==> config.mk <==
export PLATFORM = sky130hd
export DESIGN_NAME = hv_bundle_accumulator
export DESIGN_NICKNAME = d
export VERILOG_FILES = /design/src/rtl/hv_bundle_accumulator.sv
export SDC_FILE = /design/constraint.sdc
export NUM_CORES = 1
export LEC_CHECK = 0
export ABC_AREA = 0
export BUFFER_PORTS_ARGS = -buffer_cell sky130_fd_sc_hd__buf_4
export CAP_MARGIN = 30
export CORE_MARGIN = 5
export CORE_UTILIZATION = 31
export CTS_CLUSTER_DIAMETER = 40
export DETAILED_ROUTE_END_ITERATION = 12
export SETUP_SLACK_MARGIN = 0.4
export SLEW_MARGIN = 30
export SYNTH_ARGS = -nofsm -noshare
export SYNTH_HDL_FRONTEND = slang
export SYNTH_SLANG_ARGS = --single-unit
==> constraint.sdc <==
create_clock -name clk -period 7.75 [get_ports clk]
set_clock_uncertainty 0.15 [all_clocks]
set_input_delay 1.55 -clock clk [delete_from_list [all_inputs] [get_ports clk]]
set_output_delay 1.55 -clock clk [all_outputs]
set_load 0.02 [all_outputs]
==> src/rtl/hv_bundle_accumulator.sv <==
// Lane-wise saturating bundling accumulator for the HD datapath.
// Sums LANES signed elements per beat over a window and holds one result with per-lane sign bits.
module hv_bundle_accumulator #(
   parameter  int WIDTH     = 8,
   parameter  int ACC_WIDTH = 16,
   parameter  int LANES     = 4,
   parameter  int COUNT_MAX = 16,
   localparam int CW        = $clog2(COUNT_MAX + 1)
) (
   input  logic                       clk,
   input  logic                       rst_n,
   input  logic                       in_valid,
   output logic                       in_ready,
   input  logic [LANES*WIDTH-1:0]     in_data,
   input  logic                       in_last,
   output logic                       out_valid,
   input  logic                       out_ready,
   output logic [LANES*ACC_WIDTH-1:0] out_sum,
   output logic [LANES-1:0]           out_bits,
   output logic [CW-1:0]              out_count
);

   localparam int AW = ACC_WIDTH;
   localparam logic [AW-1:0] SAT_MAX = {1'b0, {(AW-1){1'b1}}};
   localparam logic [AW-1:0] SAT_MIN = {1'b1, {(AW-1){1'b0}}};

   typedef enum logic [0:0] {
      ST_ACCUM = 1'b0,
      ST_HOLD  = 1'b1
   } state_e;

   state_e                state_q, state_d;
   logic [LANES*AW-1:0]   acc_q, acc_d;
   logic [CW-1:0]         count_q, count_d;
   logic                  out_valid_q, out_valid_d;
   logic [LANES*AW-1:0]   out_sum_q, out_sum_d;
   logic [LANES-1:0]      out_bits_q, out_bits_d;
   logic [CW-1:0]         out_count_q, out_count_d;

   logic [AW:0]           sum_s;
   logic [LANES*AW-1:0]   sat_s;
   logic [LANES-1:0]      pos_s;
   logic [CW-1:0]         count_inc_s;
   logic                  accept_s;
   logic                  close_s;

   // Per-lane widened add and clamp to the signed accumulator range.
   always_comb begin
      sum_s = '0;
      sat_s = '0;
      pos_s = '0;
      for (int i = 0; i < LANES; i++) begin
         sum_s = {acc_q[i*AW+AW-1], acc_q[i*AW +: AW]}
               + {{(AW+1-WIDTH){in_data[i*WIDTH+WIDTH-1]}}, in_data[i*WIDTH +: WIDTH]};
         if (sum_s[AW] != sum_s[AW-1]) begin
            if (sum_s[AW]) begin
               sat_s[i*AW +: AW] = SAT_MIN;
            end else begin
               sat_s[i*AW +: AW] = SAT_MAX;
            end
         end else begin
            sat_s[i*AW +: AW] = sum_s[AW-1:0];
         end
         pos_s[i] = ~sat_s[i*AW+AW-1] & (|sat_s[i*AW +: AW]);
      end
   end

   assign in_ready    = (state_q == ST_ACCUM);
   assign accept_s    = in_valid & in_ready;
   assign count_inc_s = count_q + CW'(1);
   assign close_s     = accept_s & (in_last | (count_inc_s == CW'(COUNT_MAX)));

   // Next-state, accumulator and result-register update.
   always_comb begin
      state_d     = state_q;
      acc_d       = acc_q;
      count_d     = count_q;
      out_valid_d = out_valid_q;
      out_sum_d   = out_sum_q;
      out_bits_d  = out_bits_q;
      out_count_d = out_count_q;
      case (state_q)
         ST_ACCUM: begin
            if (accept_s) begin
               acc_d   = sat_s;
               count_d = count_inc_s;
               if (close_s) begin
                  state_d     = ST_HOLD;
                  out_valid_d = 1'b1;
                  out_sum_d   = sat_s;
                  out_bits_d  = pos_s;
                  out_count_d = count_inc_s;
               end else begin
                  state_d = ST_ACCUM;
               end
            end else begin
               state_d = ST_ACCUM;
            end
         end
         ST_HOLD: begin
            // Release clears the window but keeps the last result visible.
            if (out_valid_q & out_ready) begin
               state_d     = ST_ACCUM;
               acc_d       = '0;
               count_d     = '0;
               out_valid_d = 1'b0;
            end else begin
               state_d = ST_HOLD;
            end
         end
         default: begin
            state_d     = ST_ACCUM;
            acc_d       = '0;
            count_d     = '0;
            out_valid_d = 1'b0;
         end
      endcase
   end

   // State and datapath registers.
   always_ff @(posedge clk or negedge rst_n) begin
      if (!rst_n) begin
         state_q     <= ST_ACCUM;
         acc_q       <= '0;
         count_q     <= '0;
         out_valid_q <= 1'b0;
         out_sum_q   <= '0;
         out_bits_q  <= '0;
         out_count_q <= '0;
      end else begin
         state_q     <= state_d;
         acc_q       <= acc_d;
         count_q     <= count_d;
         out_valid_q <= out_valid_d;
         out_sum_q   <= out_sum_d;
         out_bits_q  <= out_bits_d;
         out_count_q <= out_count_d;
      end
   end

   assign out_valid = out_valid_q;
   assign out_sum   = out_sum_q;
   assign out_bits  = out_bits_q;
   assign out_count = out_count_q;

endmodule

After elaboration in Yosys (flattened, before gate mapping). Cells that the tools add are included.

Memories kept: 0. Latch bits: 0. Logic and storage cells: 62. Register bits after elaboration: 144. ROM bits: 0. RAM bits: 0. Input bits: 37.

Eq/ne operators: 8. Magnitude comparators: 0. Div/mod/pow operators: 0. Add/sub/neg operators: 5. Shift-type cells: 0. Bitwise operators: 13. Multipliers: 0. Reduce and logical (&&, ||, !) cells: 7. Mux-type cells: 22.

Operator list (count): 16-bit 2-to-1 mux (8); 64-bit 2-to-1 mux (2); 64-bit case mux with 2 select lines (1); 16-bit by 8-bit adder with 17-bit output (4); 16-bit OR reduction (4); 5-bit 2-to-1 mux (2); 5-bit case mux with 2 select lines (1); 1-bit AND (7); 1-bit 2-to-1 mux (6); 2-bit by 1-bit inequality test with 1-bit output, second input constant (3); 3-bit AND reduction (2); 5-bit by 1-bit adder with 5-bit output, second input constant (1); 5-bit equality test, second input constant (1); 1-bit NOT (5); 1-bit inequality test (4); 1-bit case mux with 2 select lines (2); 2-bit AND reduction (1); 1-bit OR (1).

Depth between registers and ports, before layout.
Word-level depth: 7. Mapped depth: 15.

Least setup slack after synthesis. Ideal clock, no wire load.

Kind: input -> register. From: input port in_data[24]. To: register out_bits_q[3] (netlist: out_bits[3]). Path slack: 2904 ps. Setup time: 88 ps. Path buffers: 1. Stages on the path: 13. Arrival time: 4608 ps. Required time: 7512 ps. Path through: ha_1 -> fa_1 -> a211o_1 -> a2111oi_2 -> o21a_2 -> o31ai_2 -> a21oi_4 -> ha_1 -> buf_1 -> clkinv_1 -> nor2_1 -> a21oi_1 -> a41oi_1.

Cells in the longest elaborated chain, start to end: 5.

RTL lines: start, declared (line 14) `input logic [LANES*WIDTH-1:0] in_data,`; 16-bit by 8-bit adder with 17-bit output * (line 54) `+ {{(AW+1-WIDTH){in_data[i*WIDTH+WIDTH-1]}}, in_data[i*WIDTH +: WIDTH]};`; 16-bit 2-to-1 mux / 1-bit inequality test (equally long branches) (line 56, 55); 16-bit 2-to-1 mux * (line 55) `if (sum_s[AW] != sum_s[AW-1]) begin`; 16-bit OR reduction / 1-bit NOT (equally long branches) (line 64) `pos_s[i] = ~sat_s[i*AW+AW-1] & (|sat_s[i*AW +: AW]);`; 1-bit AND * (line 64); end signal, assigned (line 136) `out_bits_q <= out_bits_d;`; end, declared (line 37) `logic [LANES-1:0] out_bits_q, out_bits_d;`.

Every way passes the cells marked *; elsewhere a longest branch is shown, timed or not. A chain may end at the register's enable or synchronous reset.

Worst setup path in the final report.
From: input port in_data[25]. To: register out_bits_q[3] (netlist: out_bits[3]).

The elaborated chain is that of the path after synthesis.

==> metrics.yaml <==
routing:
  drt-pass1-iter-count: 5
  wl_per_cell_um: 17.16
  num_vias: 7668
  wirelength_um: 25080
  drt_iter0_markers: 376
  ant_nets: 0
  viasPerCell: 5.245
  route.detailed.drc: 0
synthesis:
  ys_types: 81
  synth-seq-cells: 144
  synth-main-ff-cell: "dfrtp_1"
  syn_inst: 970
  syn_nets: 1079
  syn_area_mm2: 0.009126
  synth_edf_count: 0
  async_flop_share: 1.000
  syn_area_per_cell_um2: 9.409
  ys_seq_area_frac: 0.3948
  yosysWarnings: 0
clocking:
  cts_tree: "built"
  ctsHoldBuffers: 0
  root_buffer: "clkbuf_16"
  cts.repair.resized: 0
  numCtsBuffers: 17
  cts_max_level: 4
  clkLatencyLatePin_ns: 0.43
  cts_sinks: 144
  cts_buffer_depth: 2
  post_cts_buffers: 0
  cts.clk_slew.worst_paths_ns: 0.06
setup_path:
  cpMaxStageDelayCell: "nor2_1"
  slowest_delay_ns: 0.53
  crit_type: "in -> reg"
  crit_path_end_kind: "register"
  cp.arrival_ns: 5.14
  cpMostUsedCell: "a21oi_1"
  crit_fanout: 10
  crit_chain: "buf_4 > ha_1 > a211oi_1 > o21ai_1 > a21oi_1 > o31ai_1 > a21o_1 > a21oi_1 > xnor2_1 > ha_1 > clkinv_1 > nor2_1 > a21oi_1 > a41oi_1"
  start_kind: "input pin"
  cp.required_ns: 7.95
power:
  irDropWorstVdd_mv: 0.2718
  p_leak_nw: 4.956
  power_density_mw_per_mm2: 537.4
final_layout:
  final_common_cell: "dfrtp_1"
  final_nets: 1175
  final_cell_mix: "dfrtp_1 (144), buf_4 (120), nand2_1 (118), nor2_1 (71), a21oi_1 (71)"
  antennaDiodeCount: 0
  areaGrowthSynthToFinish_pct: 20.81
  drive_above_1_share: 0.1827
  stdcell_count: 1462
  fin_util: 0.3821
timing:
  tns_ns: 0
  slew_headroom: 0.3935
  slew_violations: 0
  setup_viol: 0
  worst_pin_slew_ns: 0.9067
  min_period_ns: 4.944
  rsz0062_at_grt: "no"
  period_share: 0.6380
  hold_violations: 0
  fmax_mhz: 202.3
global_routing:
  grt_remaining_overflow: 0
  antenna_found_initial: 0
  grt_use_total: 0.1554
  grt_max_degree: 74
  grt_pass1_wl_um: 42260
  grt_pass1_vias: 7821
job:
  maxCapViolCount: 0
floorplan:
  start_util: 0.3163
  ios: 112
  fp-row-count: 62
  die_w_um: 181.6
  core_mm2: 0.02886
  die_area_mm2: 0.03297
  dieHeight_um: 181.6
place:
  dp.cells: 1431
  place_congestion: 0.8787
  port_buffers: 111
  dpl.hpwl_um: 17440
outcome:
  outcome: "finished, final reports clean"
hold_path:
  hp-class: "reg -> reg"
==> per-stage QoR <==
step	setup slack (ns)	instance area, um^2	total power (W)	hold slack [ns]
after floorplan	2.904	9126	0.003967	0.3034
after global placement	2.382	10380	0.004980	0.3163
after detailed placement	2.363	10380	0.005027	0.3145
after CTS	2.806	11020	0.005987	0.3402
after global routing	2.493	11030	0.006465	0.3562
final	2.806	11030	0.005925	0.3316
==> power by group <==
| group | switching [W] | total, W | internal [W] |
|---|---|---|---|
| Sequential | 0.000238 | 0.00136 | 0.00113 |
| Clock | 0.000349 | 0.000922 | 0.000573 |
| Combinational | 0.00217 | 0.00364 | 0.00147 |
==> cells in the mapped netlist, types with 7 or more instances <==
cell / count / area (um^2)
dfrtp_1: 144 / 3603
nand2_1: 118 / 442.9
a21oi_1: 71 / 355.3
nor2_1: 71 / 266.5
ha_1: 68 / 850.8
o21ai_0: 66 / 330.3
o21ai_1: 38 / 190.2
clkbuf_1: 33 / 123.9
xnor2_1: 30 / 262.8
xor2_1: 25 / 219.0
a221o_1: 23 / 230.2
a22o_1: 23 / 201.4
nor3_1: 22 / 110.1
a21o_1: 21 / 157.7
inv_1: 15 / 56.30
maj3_1: 15 / 150.1
a31oi_1: 14 / 87.58
o21bai_1: 13 / 97.59
mux2_2: 12 / 135.1
nor2b_1: 9 / 56.30
o21a_1: 9 / 67.56
buf_2: 7 / 35.03
nand2b_1: 7 / 43.79
==> per-layer routing <==
metal / GRT usage / share of wire / up-vias
met1: 0.2018 / 0.46 / 3700
li1: - / - / 3774
met5: 0 / 0 / -
met2: 0.2601 / 0.48 / 161
met3: 0.03341 / 0.042 / 33
met4: 0.04713 / 0.020 / 0
==> flip-flops by register name, summed over array words and instances (netlist names) <==
name,count
out_bits,4
acc_q,64
out_count,5
out_valid,1
count_q,5
out_sum,64
state_q,1
==> worst max-delay path: cells and delay by family <==
| kind | cells | cell delay, ns |
|---|---|---|
| AO/OA/AOI/OAI | 8 | 1.71 |
| XOR/XNOR | 1 | 0.11 |
| adder cells (fa/ha/maj) | 2 | 0.77 |
| buffers and inverters | 2 | 0.46 |
| AND/OR/NAND/NOR | 1 | 0.53 |
==> logic make-up after synthesis <==
family | count (synthesis) | synth area share
flip-flops | 144 | 0.3948
AND/OR/NAND/NOR | 267 | 0.1304
buffers and inverters | 62 | 0.02728
XOR/XNOR | 55 | 0.05278
AO/OA/AOI/OAI | 338 | 0.2556
adder cells (fa/ha/maj) | 90 | 0.1222
multiplexers | 14 | 0.01700
==> cell type report <==
| type | instances | area (um^2) |
|---|---|---|
| Inverter | 17 | 63.81 |
| Clock inverter | 12 | 210.2 |
| Tap cell | 384 | 480.5 |
| Fill cell | 2945 | 17830 |
| Timing Repair Buffer | 122 | 923.4 |
| Multi-Input combinational cell | 764 | 5311 |
| Clock buffer | 19 | 432.9 |
| Sequential cell | 144 | 3603 |
==> final timing paths <==
check	start	end	slack [ns]	depth (start not counted)
max	in_data[25]	out_bits[3]	2.81	14
min	out_count[0]	out_count[0]	0.33	2
max reg2reg	acc_q[49]	out_bits[3]	3.60	13
min reg2reg	out_count[0]	out_count[0]	0.33	2
max in group asynchronous	rst_n	acc_q[14]	5.31	2
min in group asynchronous	rst_n	out_sum[39]	0.99	1
(Power assumes the default switching activity.)
